[src/rtl/seq_mult_param_if.sv]
// Handshake and operand/result bundle for seq_mult_param.
// The master drives operands and start; the slave returns busy/done/p.
interface seq_mult_param_if #(
  parameter int WIDTH = 8
);
  logic                   start;
  logic                   signed_mode;
  logic [WIDTH-1:0]       a;
  logic [WIDTH-1:0]       b;
  logic                   busy;
  logic [2*WIDTH-1:0]     p;
  logic                   done;

  modport master (
    output start, signed_mode, a, b,
    input  busy, p, done
  );

  modport slave (
    input  start, signed_mode, a, b,
    output busy, p, done
  );
endinterface

[src/rtl/seq_mult_param.sv]
// Shift-and-add sequential multiplier, signed or unsigned, with early exit
// once the remaining multiplier bits are zero. start/busy/done handshake.
module seq_mult_param #(
  parameter int WIDTH = 8
) (
  input  logic              clk,
  input  logic              rst,
  seq_mult_param_if.slave   bus
);
  localparam int CNT_W = $clog2(WIDTH) + 1;
  localparam int PW    = 2 * WIDTH;

  localparam logic [1:0] S_IDLE = 2'b00;
  localparam logic [1:0] S_CALC = 2'b01;
  localparam logic [1:0] S_DONE = 2'b10;

  logic [1:0]       state_q,  state_d;
  logic [PW-1:0]    acc_q,    acc_d;
  logic [PW-1:0]    mcand_q,  mcand_d;
  logic [PW-1:0]    p_q,      p_d;
  logic [WIDTH-1:0] mplier_q, mplier_d;
  logic [CNT_W-1:0] count_q,  count_d;
  logic             neg_q,    neg_d;
  logic             done_q,   done_d;

  logic [WIDTH-1:0] abs_a;
  logic [WIDTH-1:0] abs_b;
  logic [PW-1:0]    acc_next;
  logic             last_iter;

  // Magnitudes are WIDTH-bit unsigned, so the most negative value maps exactly.
  always_comb begin
    abs_a = (bus.signed_mode && bus.a[WIDTH-1]) ? -bus.a : bus.a;
    abs_b = (bus.signed_mode && bus.b[WIDTH-1]) ? -bus.b : bus.b;
  end

  always_comb begin
    acc_next  = mplier_q[0] ? (acc_q + mcand_q) : acc_q;
    last_iter = ((mplier_q >> 1) == '0) || (count_q == CNT_W'(WIDTH - 1));
  end

  always_comb begin
    state_d  = state_q;
    acc_d    = acc_q;
    mcand_d  = mcand_q;
    mplier_d = mplier_q;
    count_d  = count_q;
    neg_d    = neg_q;
    p_d      = p_q;
    done_d   = 1'b0;

    case (state_q)
      S_IDLE: begin
        if (bus.start) begin
          mcand_d  = {{WIDTH{1'b0}}, abs_a};
          mplier_d = abs_b;
          acc_d    = '0;
          count_d  = '0;
          neg_d    = bus.signed_mode & (bus.a[WIDTH-1] ^ bus.b[WIDTH-1]);
          state_d  = S_CALC;
        end
      end
      S_CALC: begin
        acc_d    = acc_next;
        mcand_d  = mcand_q << 1;
        mplier_d = mplier_q >> 1;
        count_d  = count_q + CNT_W'(1);
        if (last_iter) begin
          p_d     = neg_q ? -acc_next : acc_next;
          done_d  = 1'b1;
          state_d = S_DONE;
        end
      end
      S_DONE: begin
        state_d = S_IDLE;
      end
      default: begin
        state_d = S_IDLE;
      end
    endcase
  end

  always_ff @(posedge clk or posedge rst) begin
    if (rst) begin
      state_q  <= S_IDLE;
      acc_q    <= '0;
      mcand_q  <= '0;
      mplier_q <= '0;
      count_q  <= '0;
      neg_q    <= 1'b0;
      p_q      <= '0;
      done_q   <= 1'b0;
    end else begin
      state_q  <= state_d;
      acc_q    <= acc_d;
      mcand_q  <= mcand_d;
      mplier_q <= mplier_d;
      count_q  <= count_d;
      neg_q    <= neg_d;
      p_q      <= p_d;
      done_q   <= done_d;
    end
  end

  assign bus.busy = (state_q == S_CALC) || (state_q == S_DONE);
  assign bus.done = done_q;
  assign bus.p    = p_q;

endmodule

[src/flat_wrapper.sv]
// flat-port wrapper written by rule: the top's interface ports become plain ports
module seq_mult_param_flat 
#(
  parameter int WIDTH = 8
)
  (clk, rst, bus_start, bus_signed_mode, bus_a, bus_b, bus_busy, bus_p, bus_done);
  seq_mult_param_if #(.WIDTH(WIDTH)) bus_i ();
  input  logic clk;
  input  logic rst;
  input wire logic [$bits(bus_i.start)-1:0] bus_start;
  input wire logic [$bits(bus_i.signed_mode)-1:0] bus_signed_mode;
  input wire logic [$bits(bus_i.a)-1:0] bus_a;
  input wire logic [$bits(bus_i.b)-1:0] bus_b;
  output wire logic [$bits(bus_i.busy)-1:0] bus_busy;
  output wire logic [$bits(bus_i.p)-1:0] bus_p;
  output wire logic [$bits(bus_i.done)-1:0] bus_done;
  assign bus_i.start = bus_start;
  assign bus_i.signed_mode = bus_signed_mode;
  assign bus_i.a = bus_a;
  assign bus_i.b = bus_b;
  assign bus_busy = bus_i.busy;
  assign bus_p = bus_i.p;
  assign bus_done = bus_i.done;
  seq_mult_param #(.WIDTH(WIDTH)) u_core (.clk(clk), .rst(rst), .bus(bus_i));
endmodule
[config.mk]
export PLATFORM = sky130hd
export DESIGN_NAME = seq_mult_param_flat
export DESIGN_NICKNAME = d
export VERILOG_FILES = /design/src/rtl/seq_mult_param_if.sv /design/src/rtl/seq_mult_param.sv /design/src/flat_wrapper.sv
export SDC_FILE = /design/constraint.sdc
export NUM_CORES = 1
export LEC_CHECK = 0
export BUFFER_PORTS_ARGS = -buffer_cell sky130_fd_sc_hd__buf_4
export CORE_UTILIZATION = 40
export DETAILED_ROUTE_END_ITERATION = 10
export SLEW_MARGIN = 10
export SYNTH_ARGS = -nofsm -noshare
export SYNTH_HDL_FRONTEND = slang
export SYNTH_SLANG_ARGS = --single-unit
[constraint.sdc]
create_clock -name clk -period 4.23 [get_ports clk]
set_input_delay 0.846 -clock clk [delete_from_list [all_inputs] [get_ports clk]]
set_output_delay 0.846 -clock clk [all_outputs]
set_load 0.1 [all_outputs]
### After elaboration in Yosys (flattened, before gate mapping)

Index checks and enable logic that the tools add are counted.

* register bits after elaboration: 64
* input bits: 20
* output and inout port bits: 18
* word-level logic and storage cells: 48

* add/subtract/negate cells: 5
* equality and inequality tests: 5
* mux-type cells: 17
* bitwise operators: 2
* reduce and logical (&&, ||, !) cells: 11

Operators with widths (count)
* $mux W16: 4
* $pmux W16 S2: 2
* $mux W8: 3
* $add A16 B16 Y16: 1
* $neg A16 Y16: 1
* $neg A8 Y8: 2
* $pmux W8 S2: 1
* $logic_not A8 Y1: 1
* $pmux W4 S2: 1
* $reduce_and A2 Y1: 4
* $add A4 B1 Y4 const B: 1
* $eq A4 B3 Y1 const B: 1
* $mux W2: 2
* $mux W4: 1
* $pmux W2 S2: 1
* $eq A2 B1 Y1 const B: 1
* $eq A2 B2 Y1 const B: 1
* $logic_and A1 B1 Y1: 2
* $logic_not A2 Y1: 1
* $logic_or A1 B1 Y1: 2
* $mux W1: 2
* $ne A2 B1 Y1 const B: 1
* $ne A2 B2 Y1 const B: 1
* $reduce_bool A2 Y1: 1
* other kinds (2): 2

### Longest topological paths before layout

* word-level depth: 4
* depth in mapped cells: 12
* gate-level depth less buffers: 12

### Worst setup path after synthesis

No wires, ideal clock.

* kind: reg2reg
* start point: register u_core.mcand_q[0]
* end point: register u_core.p_q[14] (netlist: u_core.bus.p[14])
* setup time: 0.130 ns
* arrival: 2.758 ns
* setup slack: 1.342 ns
* stages on the path, launching flop included: 13
* cells stage by stage: dfrtp_1 -> ha_1 -> fa_1 -> mux2i_1 -> ha_1 -> inv_1 -> a211oi_1 -> and3_1 -> and4bb_2 -> nand4_1 -> o41ai_1 -> xor2_1 -> o21ai_1

* word-level cells in the longest chain between the ends: 4

RTL lines
* from (decl): line seq_mult_param.sv:19 `logic [PW-1:0] mcand_q, mcand_d;`
* from (signal assigned): line seq_mult_param.sv:96 `mcand_q <= mcand_d;`
* $add A16 B16 Y16 (*): line seq_mult_param.sv:38 `acc_next = mplier_q[0] ? (acc_q + mcand_q) : acc_q;`
* $mux W16 (*): line seq_mult_param.sv:38
* $neg A16 Y16: line seq_mult_param.sv:69 `p_d = neg_q ? -acc_next : acc_next;`
* $mux W16 (*): line seq_mult_param.sv:69
* to (signal assigned): line seq_mult_param.sv:100 `p_q <= p_d;`
* to (decl): line seq_mult_param.sv:20 `logic [PW-1:0] p_q, p_d;`

Mark *: on every way between the ends. The rest lies on a longest branch, timed or not.
A chain may end at the register's enable or synchronous reset.

### Worst setup path after layout

* start point: register u_core.mcand_q[0]
* end point: register u_core.p_q[15] (netlist: u_core.bus.p[15])

Same word-level chain as after synthesis.

==> PnR_summary.wiki <==
{| class="wikitable"
! Metric !! Value
|-
| Count of warnings emitted by yosys || 0
|-
| Worst VDD drop || around 550 uV
|-
| Xor and xnor area share after synthesis || under 10%
|-
| Top-level port count || 38
|-
| Chip height || 105 microns
|-
| Buffers added on ports || 37
|-
| DRC viols || 0
|-
| Hold buffer count at cts || 0
|-
| Grt ovf || 0
|-
| Number of resized instances in the post-cts repair step || 0
|-
| Htree depth || 3
|-
| Number of global-route vias before repair || 3476
|-
| Sequential group share of total power || between 20% and 30%
|-
| Largest net degree at the start of global routing || 48
|-
| Width of the die || 105 microns
|-
| Gate Count Post-Synth || 484
|-
| Initial antenna violation count || 0
|-
| Reg-to-reg critical path endpoint || u_core.bus.p[15]
|-
| Number of vias after detailed routing || ~3700
|-
| Reg2Reg Setup Slack || between 1 and 1.5 ns
|-
| First-pass GRT wire length || between 15 and 20 mm
|-
| Area growth syn-to-layout || 13.5%
|-
| Number of detailed-route iterations in the first pass || 4
|-
| Final count of negative-setup-slack endpoints || 0
|-
| Actual transition at the worst max-transition pin || around 1.0 ns
|-
| Most area-hungry cell type in the Yosys netlist || dfrtp_1
|-
| Final routed wirelength across all metal layers || roughly 10 mm
|-
| Async SR Flop Fraction || between 90% and 100%
|-
| Max Transition Viols Final || 0
|-
| Pwr/cell area || roughly 840 nW/um^2
|-
| Clock tree root buffer cell || clkbuf_8
|-
| End point of the critical path || u_core.bus.p[15]
|-
| Post-CTS setup repair buffer count || 0
|-
| Power consumption || 4.07 mW
|-
| Int Power || about 1.9 mW
|-
| Uppermost routed layer || met4
|-
| Fraction of the mapped netlist area in simple logic gates || 18.9%
|-
| Final routed wire length divided by cell count || around 15 microns
|-
| Proportion of synthesized area in mux cells || between 1.5 and 2%
|-
| Number of rows in the core area || 37
|-
| Final period utilization || approximately 75%
|-
| Clk sink count || 64
|-
| Setup repair after global routing missed its margin || false
|-
| Critical Path Source Type || register
|-
| Most instantiated cells after synthesis || dfrtp_1 (64), nand2_1 (61), o21ai_0 (47)
|-
| Final-layout fill cell count || ~1000
|-
| Initial core utilization || between 40% and 50%
|-
| Antenna Nets Post-Route || 0
|-
| Commonest register cell after synthesis || dfrtp_1
|-
| Count of endpoints failing hold in the final timing report || 0
|-
| Post-layout min period || 3.19 ns
|-
| Final Skew || around 0.011 ns
|-
| Portion of total power attributed to combinational logic || between 60 and 70%
|-
| Portion of the post-synthesis area used by sequential elements || 37.7%
|-
| Yosys top cell area share || a little under two fifths
|-
| Starting DRT DRC Count || about 210
|-
| Path category of the worst min-delay check || reg2reg
|-
| Placer congestion estimate || between 0.8 and 0.9
|-
| Setup CP Type || reg2reg
|-
| Most used standard cell by instance count after synthesis || dfrtp_1
|-
| Routed length on met2 || around 4.5 mm
|-
| Post-DP HPWL || approximately 7 mm
|-
| Core Area || about 10000 sq um
|-
| Depth of the worst register-to-register path || 10
|-
| Layout Utilization || between 40% and 50%
|-
| Clock buffers created by TritonCTS || 9
|-
| Data required time of the critical path || 4.45 ns
|-
| Clock network power share || roughly an eighth
|-
| Via density per instance || approximately 5.6
|-
| Clock slew at the register clock pins of the worst setup and hold paths || ~0.07 ns
|-
| Arrival time of data at the critical path endpoint || around 3.4 ns
|-
| Layout net count || approximately 560
|-
| Clock network latency to the later pin of the worst-skew pair || around 0.34 ns
|-
| Worst slew margin relative to its limit || 32.2%
|-
| Wire length on met3 || 426 microns
|-
| Antenna cell count || 0
|-
| Total global routing track utilization || between 10% and 20%
|-
| Area of the die || roughly 11000 sq um
|-
| Net Sw Frac || 53.3%
|-
| Mapped Area || around 4300 sq um
|-
| Run status || completed
|-
| Leakage power || 2.19 nW
|-
| Peak clock frequency supported by timing || 0.314 GHz
|-
| Register bit count reported by yosys || 64
|-
| EDFF count, synth || 0
|-
| Post-detailed-placement cell area || 4650 sq um
|-
| Startpoint of the lowest-slack register-to-register path || u_core.mcand_q[0]
|-
| Source of the critical timing path || u_core.mcand_q[0]
|-
| Clock tree buffer depth || 2
|-
| Mean area per synthesized cell || between 8 and 9 sq um
|-
| Netlist cell types || 70
|-
| Synth Area in Compound Gates || a little over a quarter
|-
| Clock tree from TritonCTS || built
|-
| Ratio of cells with drive above 1 in the final layout || 14.9%
|-
| Nets in the synthesized netlist || around 530
|-
| Switch Pwr || between 2 and 2.5 mW
|-
| Max-cap violation count || 0
|-
| Element type at the critical path end || register
|-
| Metal1 wirelength || about 4.8 mm
|-
| Fraction of the mapped netlist area in adder cells || about 6.6%
|-
| Leading post-synthesis cells by cell area || dfrtp_1 (38%), ha_1 (6.2%), o21ai_0 (5.5%)
|-
| Non-Filler Cell Area, Final || approximately 4800 sq um
|-
| Combinational family with the most area after synthesis || compound AO/OA/AOI/OAI gates
|-
| Top fanout value on the critical path || 5
|-
| Post-route setup TNS || 0 ns
|}
## cells by family after synthesis
group,after synthesis
adders and majority gates,22
buffers and inverters,38
and+or+nand+nor,160
AOI/OAI and AO/OA,171
muxes,8
xor gates and xnor gates,21
DFF,64
## sequential cells by signal, summed over array words and instances (netlist names)
register	cells
u_core.acc_q	16
u_core.mplier_q	8
u_core.count_q	4
u_core.bus.done	1
u_core.mcand_q	16
u_core.state_q	2
u_core.bus.p	16
u_core.neg_q	1
## worst min path at each step
stage	start	endpoint	cells past startpoint
6_report	u_core.bus.p[3]	u_core.bus.p[3]	2
5_1_grt	u_core.bus.p[10]	u_core.bus.p[10]	2
4_1_cts	u_core.bus.p[3]	u_core.bus.p[3]	2
3_5_place_dp	u_core.bus.p[3]	u_core.bus.p[3]	2
3_3_place_gp	u_core.bus.p[6]	u_core.bus.p[6]	2
2_1_floorplan	u_core.acc_q[2]	u_core.acc_q[2]	2
## layer usage
metal,vias to the layer above,global-route usage (%)
met1,1745,26.9
met5,-,0
li1,1847,-
met2,61,29.9
met3,10,3.49
met4,0,5.23
## metrics by stage
step | setup slack [ns] | std cells | hold slack (ns)
floorplan | 1.34 | 484 | 0.468
global placement | 1.14 | 640 | 0.465
detailed placement | 1.05 | 640 | 0.472
CTS | 1.04 | 654 | 0.489
global route | 0.810 | 654 | 0.520
finish | 1.04 | 654 | 0.478
## layout make-up
| cell class | instances | area (sq um) | share of cell area [%] |
|---|---|---|---|
| clock inverters | 4 | 47.5 | 0.985 |
| inverters | 16 | 60.1 | 1.24 |
| well taps | 136 | 170 | 3.52 |
| flip-flops and latches | 64 | 1600 | 33.2 |
| multi-input cells | 382 | 2510 | 51.9 |
| repair buffers | 42 | 315 | 6.53 |
| clock buffers | 10 | 128 | 2.64 |
## placed cells by master, fill, tap and decap left out, types with 14 or more instances in the layout
| master | count |
|---|---|
| dfrtp_1 | 64 |
| nand2_1 | 61 |
| nor2_1 | 27 |
| ha_1 | 21 |
| inv_1 | 14 |
| buf_4 | 42 |
| xnor2_1 | 14 |
| o21ai_0 | 46 |
| a22o_1 | 17 |
| a21oi_1 | 40 |
## power groups by stage
stage,registers [mW],logic [mW],clock network (mW)
after floorplan,1.40,1.62,0
after global placement,1.05,2.48,0
after detailed placement,1.06,2.53,0
after CTS,1.05,2.53,0.509
after global routing,1.08,2.79,0.536
final,1.05,2.53,0.494
## worst max-delay path, cell delays in order, from the launching register on
cell and delay (ns):
dfrtp_1 0.42, ha_1 0.26, fa_1 0.46, a211oi_2 0.31, o211ai_2 0.18, o2111a_1 0.17
nor3_2 0.37, nand3_2 0.18, nor4_2 0.34, a2111oi_1 0.13, a221o_1 0.27
Power figures use the tool's default switching activity.
